**src/rtl/mm_result_drain.sv**
```systemverilog
// mm_result_drain: ping-pong capture of N x N result matrices, drained one row per handshake beat
module mm_result_drain #(
  parameter int DATA_WIDTH   = 8,
  parameter int N            = 4,
  parameter int C_DATA_WIDTH = (2*DATA_WIDTH)+$clog2(N),
  localparam int RW          = (N > 2) ? $clog2(N) : 1
)(
  input  logic                    clk_i,
  input  logic                    reset_i,
  input  logic                    valid_i,
  input  logic [C_DATA_WIDTH-1:0] c_i [N*N],
  output logic                    full_o,
  output logic                    overflow_o,
  output logic                    valid_o,
  input  logic                    ready_i,
  output logic [C_DATA_WIDTH-1:0] row_o [N],
  output logic [RW-1:0]           row_idx_o,
  output logic                    last_o
);
  localparam int AW = $clog2(N*N);
  logic [C_DATA_WIDTH-1:0] r_mem [2][N*N];
  logic [1:0]              r_count;
  logic                    r_wr;
  logic                    r_rd;
  logic [RW-1:0]           r_row_idx;
  logic                    r_ovf;
  logic                    w_push;
  logic                    w_beat;
  logic                    w_pop;
  logic                    w_last_row;
  assign w_push     = valid_i && (r_count != 2'd2);
  assign w_last_row = r_row_idx == RW'(N-1);
  assign w_beat     = valid_o && ready_i;
  assign w_pop      = w_beat && w_last_row;
  assign valid_o    = r_count != 2'd0;
  assign full_o     = r_count == 2'd2;
  assign overflow_o = r_ovf;
  assign last_o     = valid_o && w_last_row;
  assign row_idx_o  = r_row_idx;
  // present the current row of the head entry, zeros when nothing is held
  always_comb begin
    for (int c = 0; c < N; c++)
      row_o[c] = valid_o ? r_mem[r_rd][AW'(int'(r_row_idx)*N + c)] : '0;
  end
  // matrix storage; never cleared, only overwritten on accepted captures
  always_ff @(posedge clk_i) begin
    if (w_push)
      for (int k = 0; k < N*N; k++)
        r_mem[r_wr][k] <= c_i[k];
  end
  // occupancy, pointers, row cursor and sticky drop flag
  always_ff @(posedge clk_i) begin
    if (reset_i) begin
      r_count   <= 2'd0;
      r_wr      <= 1'b0;
      r_rd      <= 1'b0;
      r_row_idx <= '0;
      r_ovf     <= 1'b0;
    end else begin
      r_count   <= r_count + 2'(w_push) - 2'(w_pop);
      r_wr      <= w_push ? ~r_wr : r_wr;
      r_rd      <= w_pop ? ~r_rd : r_rd;
      r_row_idx <= w_beat ? (w_last_row ? '0 : r_row_idx + 1'b1) : r_row_idx;
      r_ovf     <= r_ovf || (valid_i && !w_push);
    end
  end
endmodule

```
**config.mk**
```make
export PLATFORM = sky130hd
export DESIGN_NAME = mm_result_drain
export DESIGN_NICKNAME = d
export VERILOG_FILES = /design/src/rtl/mm_result_drain.sv
export SDC_FILE = /design/constraint.sdc
export NUM_CORES = 1
export LEC_CHECK = 0
export CAP_MARGIN = 40
export CORE_MARGIN = 4
export CORE_UTILIZATION = 50
export CTS_BUF_LIST = sky130_fd_sc_hd__clkbuf_8
export CTS_CLUSTER_DIAMETER = 50
export DETAILED_ROUTE_END_ITERATION = 8
export GPL_ROUTABILITY_DRIVEN = 0
export PLACE_DENSITY = 0.86
export RECOVER_POWER = 25
export SLEW_MARGIN = 20
export SYNTH_ARGS = -nofsm -noshare
export SYNTH_HDL_FRONTEND = slang
export SYNTH_SLANG_ARGS = --single-unit
```
**constraint.sdc**
```tcl
create_clock -name clk_i -period 23.9 [get_ports clk_i]
set_input_delay 7.17 -clock clk_i [delete_from_list [all_inputs] [get_ports clk_i]]
set_output_delay 7.17 -clock clk_i [all_outputs]
set_load 0.01 [all_outputs]
```
==> impl_metrics.csv, run 1 <==
group,metric,value,unit
routing,vias,12800,
floorplan,dieArea,50600,um2
global_route,grt_start_max_net_pins,186,
synthesis,synth_compound_area_share,4.07,%
synthesis,synth-seq-area-share,74.2,%
cells_and_area,stdcell_count,2305,
worst_setup_path,r2r_end,"r_mem[0][113]",
floorplan,fp.dieH,225,um
sta,rsz0062_at_grt,"false",
floorplan,die_x,225,um
clock_tree,cts_tree,"done",
clock_tree,cts_made_buffers,94,
status,status,"completed",
worst_setup_path,crit_end,"row_o[9]",
synthesis,synth_top_family_by_area,"multiplexers",
sta,setup_slack,12.54,ns
worst_setup_path,end_kind,"output pin",
sta,tns,0,ns
worst_setup_path,reg2reg_depth,6,
sta,maxSlewHeadroom,44.7,%
global_route,grt_pass1_wl,79400,um
sta,setup_viol,0,
clock_tree,cts_setup_buffers,0,
cells_and_area,drive_above_1_share,27.9,%
synthesis,avgSynthCellArea,19.6,um2
routing,drt-vias-per-instance,5.53,
cells_and_area,final-seq-area,17500,um2
synthesis,syn_nets,1493,
floorplan,rows,79,
global_route,track_usage,20.7,%
placed_design,pre_cts_ws,13.21,ns
clock_tree,cts_root_buffer,"clkbuf_8",
synthesis,synth_fa_ha_area_share,0.160,%
worst_setup_path,crit_fanout,34,
worst_setup_path,cp.arrival,4.19,ns
routing,drc,0,
clock_tree,clock-sinks,584,
synthesis,synthMuxAreaShare,15.8,%
placed_design,place_inst,2122,
sta,clock_skew,0.0146,ns
synthesis,netlist_area,23500,um2
placed_design,placed_cell_area,27800,um2
routing,drtPass1Iterations,5,
placed_design,dpl.hpwl,33900,um
sta,hold_violations,0,
floorplan,start_util,50.5,%
placed_design,portBuffers,369,
clock_tree,clock_latency,0.65,ns
worst_hold_path,hold_class,"reg2reg",
global_route,gr-total-overflow,0,
cells_and_area,nNetsFinal,1908,
synthesis,synth-simple-area-share,3.34,%
clock_tree,path_clk_slew,0.06,ns
cells_and_area,multi_input_area,5550,um2
sta,hold_ws,0.497,ns
job,drv_cap,0,
worst_setup_path,required,16.73,ns
worst_setup_path,startpoint_type,"flop",
sta,fin_crit_sh,47.5,%
sta,drv_slew,0,
routing,drt-initial-drc-count,897,
worst_setup_path,reg2reg_slack,20.62,ns
synthesis,synthCells,1198,
synthesis,synthXorXnorAreaFrac,0.0745,%
pwr,power.density,76.7,nW/um2
clock_tree,clk_path_buf_depth,3,
sta,max_freq,88.1,MHz
floorplan,io-pin-count,370,
clock_tree,cts_resized,0,
sta,period_needed,11.36,ns
global_route,grt_pass1_vias,13700,
synthesis,synth_cell_type_count,33,
cells_and_area,final_area,29600,um2
global_route,antenna_found_initial,22,
cells_and_area,area_delta_synth_final,25.8,%
cells_and_area,nFillCells,3165,
sta,tightest_slew,0.829,ns
pwr,ir_worst_vdd,0.0561,mV
pwr,power.total,2.27,mW
pwr,power.leakage,9.97,nW
clock_tree,cts-hold-fix-buffers,0,
cells_and_area,utilization,63.6,%
clock_tree,h-tree-depth,3,
floorplan,core,46600,um2
worst_setup_path,critical_path_class,"reg2out",
worst_setup_path,rr_startpoint,"r_count[0]",
routing,wl,54100,um
routing,final_antenna_net_count,0,
synthesis,ys_ff_latch,584,
synthesis,yosysWarnings,0,
routing,wl_per_cell,23.5,um
## report_power, final
group / switching (mW) / internal, mW
registers: 0.0169 / 1.20
logic: 0.133 / 0.136
clock network: 0.373 / 0.410
total: 0.523 / 1.75
## critical path, stage by stage (launching register included)
cell and delay (ns):
dfxtp_4 0.66, buf_4 0.55, buf_12 0.29, buf_4 0.46, buf_12 0.29, mux2_1 0.36
o22ai_1 0.25, nor3_1 0.09, clkdlybuf4s50_1 0.50
## cell usage in the layout, fill, tap and decap left out, types with 2 or more instances in the layout
cell type / instances
nand2b_4: 2
xor2_1: 2
buf_12: 6
o22ai_1: 141
dlygate4sd3_1: 160
bufinv_16: 3
ha_1: 3
inv_1: 40
edfxtp_1: 576
nor3_1: 10
mux2_2: 135
a21oi_1: 4
clkinv_2: 5
or3_1: 2
nor2_1: 4
diode_2: 17
nor3_2: 63
clkinvlp_4: 3
o22ai_2: 3
dfxtp_1: 7
buf_4: 9
nand2_1: 3
clkinv_1: 17
clkdlybuf4s50_1: 209
inv_2: 2
mux2_4: 127
and2_1: 2
o21ai_1: 2
mux2_1: 26
clkbuf_8: 98
buf_16: 6
## area by class of cell
class / instances / share of cell area [%]
Sequential cell: 584 / 59.0
Multi-Input combinational cell: 537 / 18.8
Timing Repair Buffer: 390 / 13.7
Clock buffer: 98 / 4.56
Tap cell: 607 / 2.57
Clock inverter: 66 / 1.18
Antenna cell: 17 / 0.144
Inverter: 6 / 0.101
## synthesized netlist by cell type, drive strengths merged
cell / instances / area (um2)
a21oi: 4 / 20.0
inv: 6 / 22.5
nor2b: 1 / 6.26
xor2: 2 / 17.5
nand3: 1 / 5.00
buf: 46 / 428
o22ai: 144 / 920
nor3: 73 / 681
or3: 2 / 12.5
nor2: 5 / 21.3
o21ai: 2 / 10.0
clkbuf: 25 / 93.8
mux2: 288 / 3720
nand2: 4 / 15.0
and3: 1 / 6.26
dfxtp: 8 / 160
or2: 1 / 6.26
and2: 2 / 12.5
edfxtp: 576 / 17300
ha: 3 / 37.5
o211ai: 1 / 7.51
nand2b: 3 / 18.8
## kinds of logic (layout without fill, tap and decap cells)
kind of cell	after synthesis	in the layout
buffers and inverters	77	560
AND/OR/NAND/NOR	93	93
other	0	17
flip-flops	584	584
XOR/XNOR	2	2
multiplexers	288	288
AO/OA/AOI/OAI	151	151
adder cells (fa/ha/maj)	3	3
## registers in the layout, indices dropped and copies added (netlist names), named ones only
signal      cells
overflow_o      1
r_rd            1
r_wr            1
r_count         2
row_idx_o       2
r_mem         576
## layer usage
metal,track usage (%),vias to the layer above,wire length (um)
met5,0,-,56
met1,24.5,6381,20300
li1,-,5716,-
met4,10.8,10,2160
met3,5.38,121,3890
met2,34.9,522,27700
## worst min-delay path by stage
stage / slack, ns / depth (start not counted) / end / startpoint
detailed placement: 0.48 / 2 / overflow_o / overflow_o
finish: 0.50 / 2 / overflow_o / overflow_o
global route: 0.54 / 2 / overflow_o / overflow_o
global placement: 0.45 / 2 / overflow_o / overflow_o
floorplan: 0.46 / 2 / r_wr / r_wr
CTS: 0.49 / 2 / overflow_o / overflow_o
Note: power is estimated with default switching activity, not from simulation.
==> inputs of run 2 (changes only) <==
==> constraint.sdc (replaced) <==
create_clock -name clk_i -period 10.9 [get_ports clk_i]
set_input_delay 3.27 -clock clk_i [delete_from_list [all_inputs] [get_ports clk_i]]
set_output_delay 3.27 -clock clk_i [all_outputs]
set_load 0.01 [all_outputs]
==> run 2 against run 1 <==
  * Die area stayed put
  * Final area is 0.30% lower
  * Global-route usage hardly changed
  * Clock skew is 0.0087 ns higher
  * Hold slack better by 0.021 ns
  * Sequential share of layout area is 0.18 points higher
  * Combinational power is 120% higher
  * Critical path depth is 3 lower
  * Count of clock-buffer cells in the layout is 1 lower
==> impl_metrics.csv, run 2 (same netlist as run 1, synthesis figures left out) <==
group,metric,value,unit
status,status,"completed",
routing,drt-vias-per-instance,5.51,
routing,vias,12700,
clock_tree,h-tree-depth,3,
floorplan,fp.dieH,225,um
floorplan,start_util,50.5,%
placed_design,dpl.hpwl,33700,um
sta,clock_skew,0.0233,ns
worst_setup_path,critical_path_class,"reg2out",
sta,drv_slew,0,
floorplan,io-pin-count,370,
clock_tree,cts_setup_buffers,0,
worst_setup_path,required,7.63,ns
pwr,power_frac_comb,11.7,%
cells_and_area,nFillCells,3137,
pwr,p_sw,1.14,mW
sta,period_needed,6.83,ns
cells_and_area,area_delta_synth_final,25.4,%
cells_and_area,top_register,"r_mem",
sta,maxSlewHeadroom,27.1,%
pwr,seqPwrFrac,54.0,%
routing,final_antenna_net_count,0,
pwr,power.leakage,9.90,nW
cells_and_area,drive_above_1_share,27.7,%
clock_tree,cts_tree,"done",
job,drv_cap,0,
routing,wl_per_cell,23.3,um
sta,fin_crit_sh,62.6,%
clock_tree,cts_made_buffers,93,
clock_tree,path_clk_slew,0.06,ns
routing,drtPass1Iterations,7,
clock_tree,clk_path_buf_depth,3,
sta,hold_ws,0.518,ns
pwr,switching_share,23.0,%
pwr,clkPwrFrac,34.3,%
pwr,ir_worst_vdd,0.121,mV
global_route,antenna_found_initial,31,
placed_design,portBuffers,369,
global_route,gr-total-overflow,0,
sta,setup_slack,4.07,ns
sta,tightest_slew,1.09,ns
global_route,track_usage,20.7,%
routing,wl,53900,um
clock_tree,clock_latency,0.65,ns
cells_and_area,nNetsFinal,1907,
routing,drc,0,
cells_and_area,layout_common_cells,"576 x edfxtp_1, 202 x clkdlybuf4s50_1, 167 x dlygate4sd3_1",
global_route,grt_pass1_vias,13800,
cells_and_area,final_common_cell,"edfxtp_1",
worst_setup_path,startpoint_type,"flop",
pwr,power.density,168,nW/um2
worst_setup_path,crit_fanout,45,
floorplan,rows,79,
floorplan,core,46600,um2
sta,tns,0,ns
global_route,grt_start_max_net_pins,149,
worst_setup_path,end_kind,"output pin",
worst_hold_path,hold_class,"reg2reg",
sta,hold_violations,0,
global_route,grt_pass1_wl,79400,um
sta,rsz0062_at_grt,"false",
clock_tree,cts_root_buffer,"clkbuf_8",
cells_and_area,largest_reg_flops,576,
sta,max_freq,147,MHz
clock_tree,cts_resized,0,
clock_tree,clock-sinks,584,
floorplan,die_x,225,um
pwr,p_int,3.81,mW
worst_setup_path,cp.arrival,3.56,ns
floorplan,dieArea,50600,um2
routing,drt-initial-drc-count,904,
placed_design,pre_cts_ws,4.61,ns
clock_tree,cts-hold-fix-buffers,0,
sta,setup_viol,0,
[run 2: changes by cell type in the layout (fill, tap and decap cells not counted), moves of 3 or more]
cell	before	now
buf_16	6	3
buf_4	9	13
clkdlybuf4s50_1	209	202
clkinv_1	17	31
diode_2	17	23
dlygate4sd3_1	160	167
inv_1	40	28
[run 2: worst paths after layout]
kind	startpoint	endpoint	slack, ns	depth (start not counted)
setup reg to reg	r_count[0]	r_mem[0][36]	8.00	6
hold reg to reg	overflow_o	overflow_o	0.52	2
setup / recovery	row_idx_o[0]	row_o[18]	4.07	5
hold / removal	overflow_o	overflow_o	0.52	2
[run 2: worst max-delay path, cell delays in order, from the launching register on]
cell,delay [ns]
dfxtp_1,0.59
or2_4,0.45
buf_4,0.66
o22ai_1,0.25
nor3_2,0.30
clkdlybuf4s50_1,0.59
[run 2: metal layers]
layer	GRT usage, %	wire length (um)	vias to the layer above
met3	5.36	3690	124
li1	-	-	5722
met5	0	103	-
met4	10.1	1930	16
met1	24.7	20400	6394
met2	35.0	27800	467
[run 2: layout make-up]
type / instances / area (um2) / area share [%]
Timing Repair Buffer: 390 / 3970 / 13.5
Sequential cell: 584 / 17500 / 59.2
Inverter: 6 / 30.0 / 0.102
Tap cell: 607 / 759 / 2.57
Antenna cell: 23 / 57.6 / 0.195
Multi-Input combinational cell: 537 / 5550 / 18.8
Clock inverter: 65 / 333 / 1.13
Clock buffer: 97 / 1340 / 4.53
[run 2: power by group through the flow]
stage	logic, mW	clock network (mW)	registers [mW]
after floorplan	0.288	0	2.75
after global placement	0.576	0	2.71
after detailed placement	0.589	0	2.72
after CTS	0.594	1.75	2.67
after global routing	0.614	1.85	2.68
final	0.579	1.70	2.67
[run 2: stage by stage]
| stage | total power [mW] | instances | util [%] | area, um2 |
|---|---|---|---|---|
| floorplan | 3.03 | 1198 | - | 23500 |
| global placement | 3.28 | 2118 | 59.4 | 27600 |
| detailed placement | 3.31 | 2122 | 59.6 | 27700 |
| CTS | 5.01 | 2284 | 63.1 | 29400 |
| global route | 5.15 | 2306 | 63.4 | 29500 |
| finish | 4.95 | 2309 | 63.4 | 29500 |
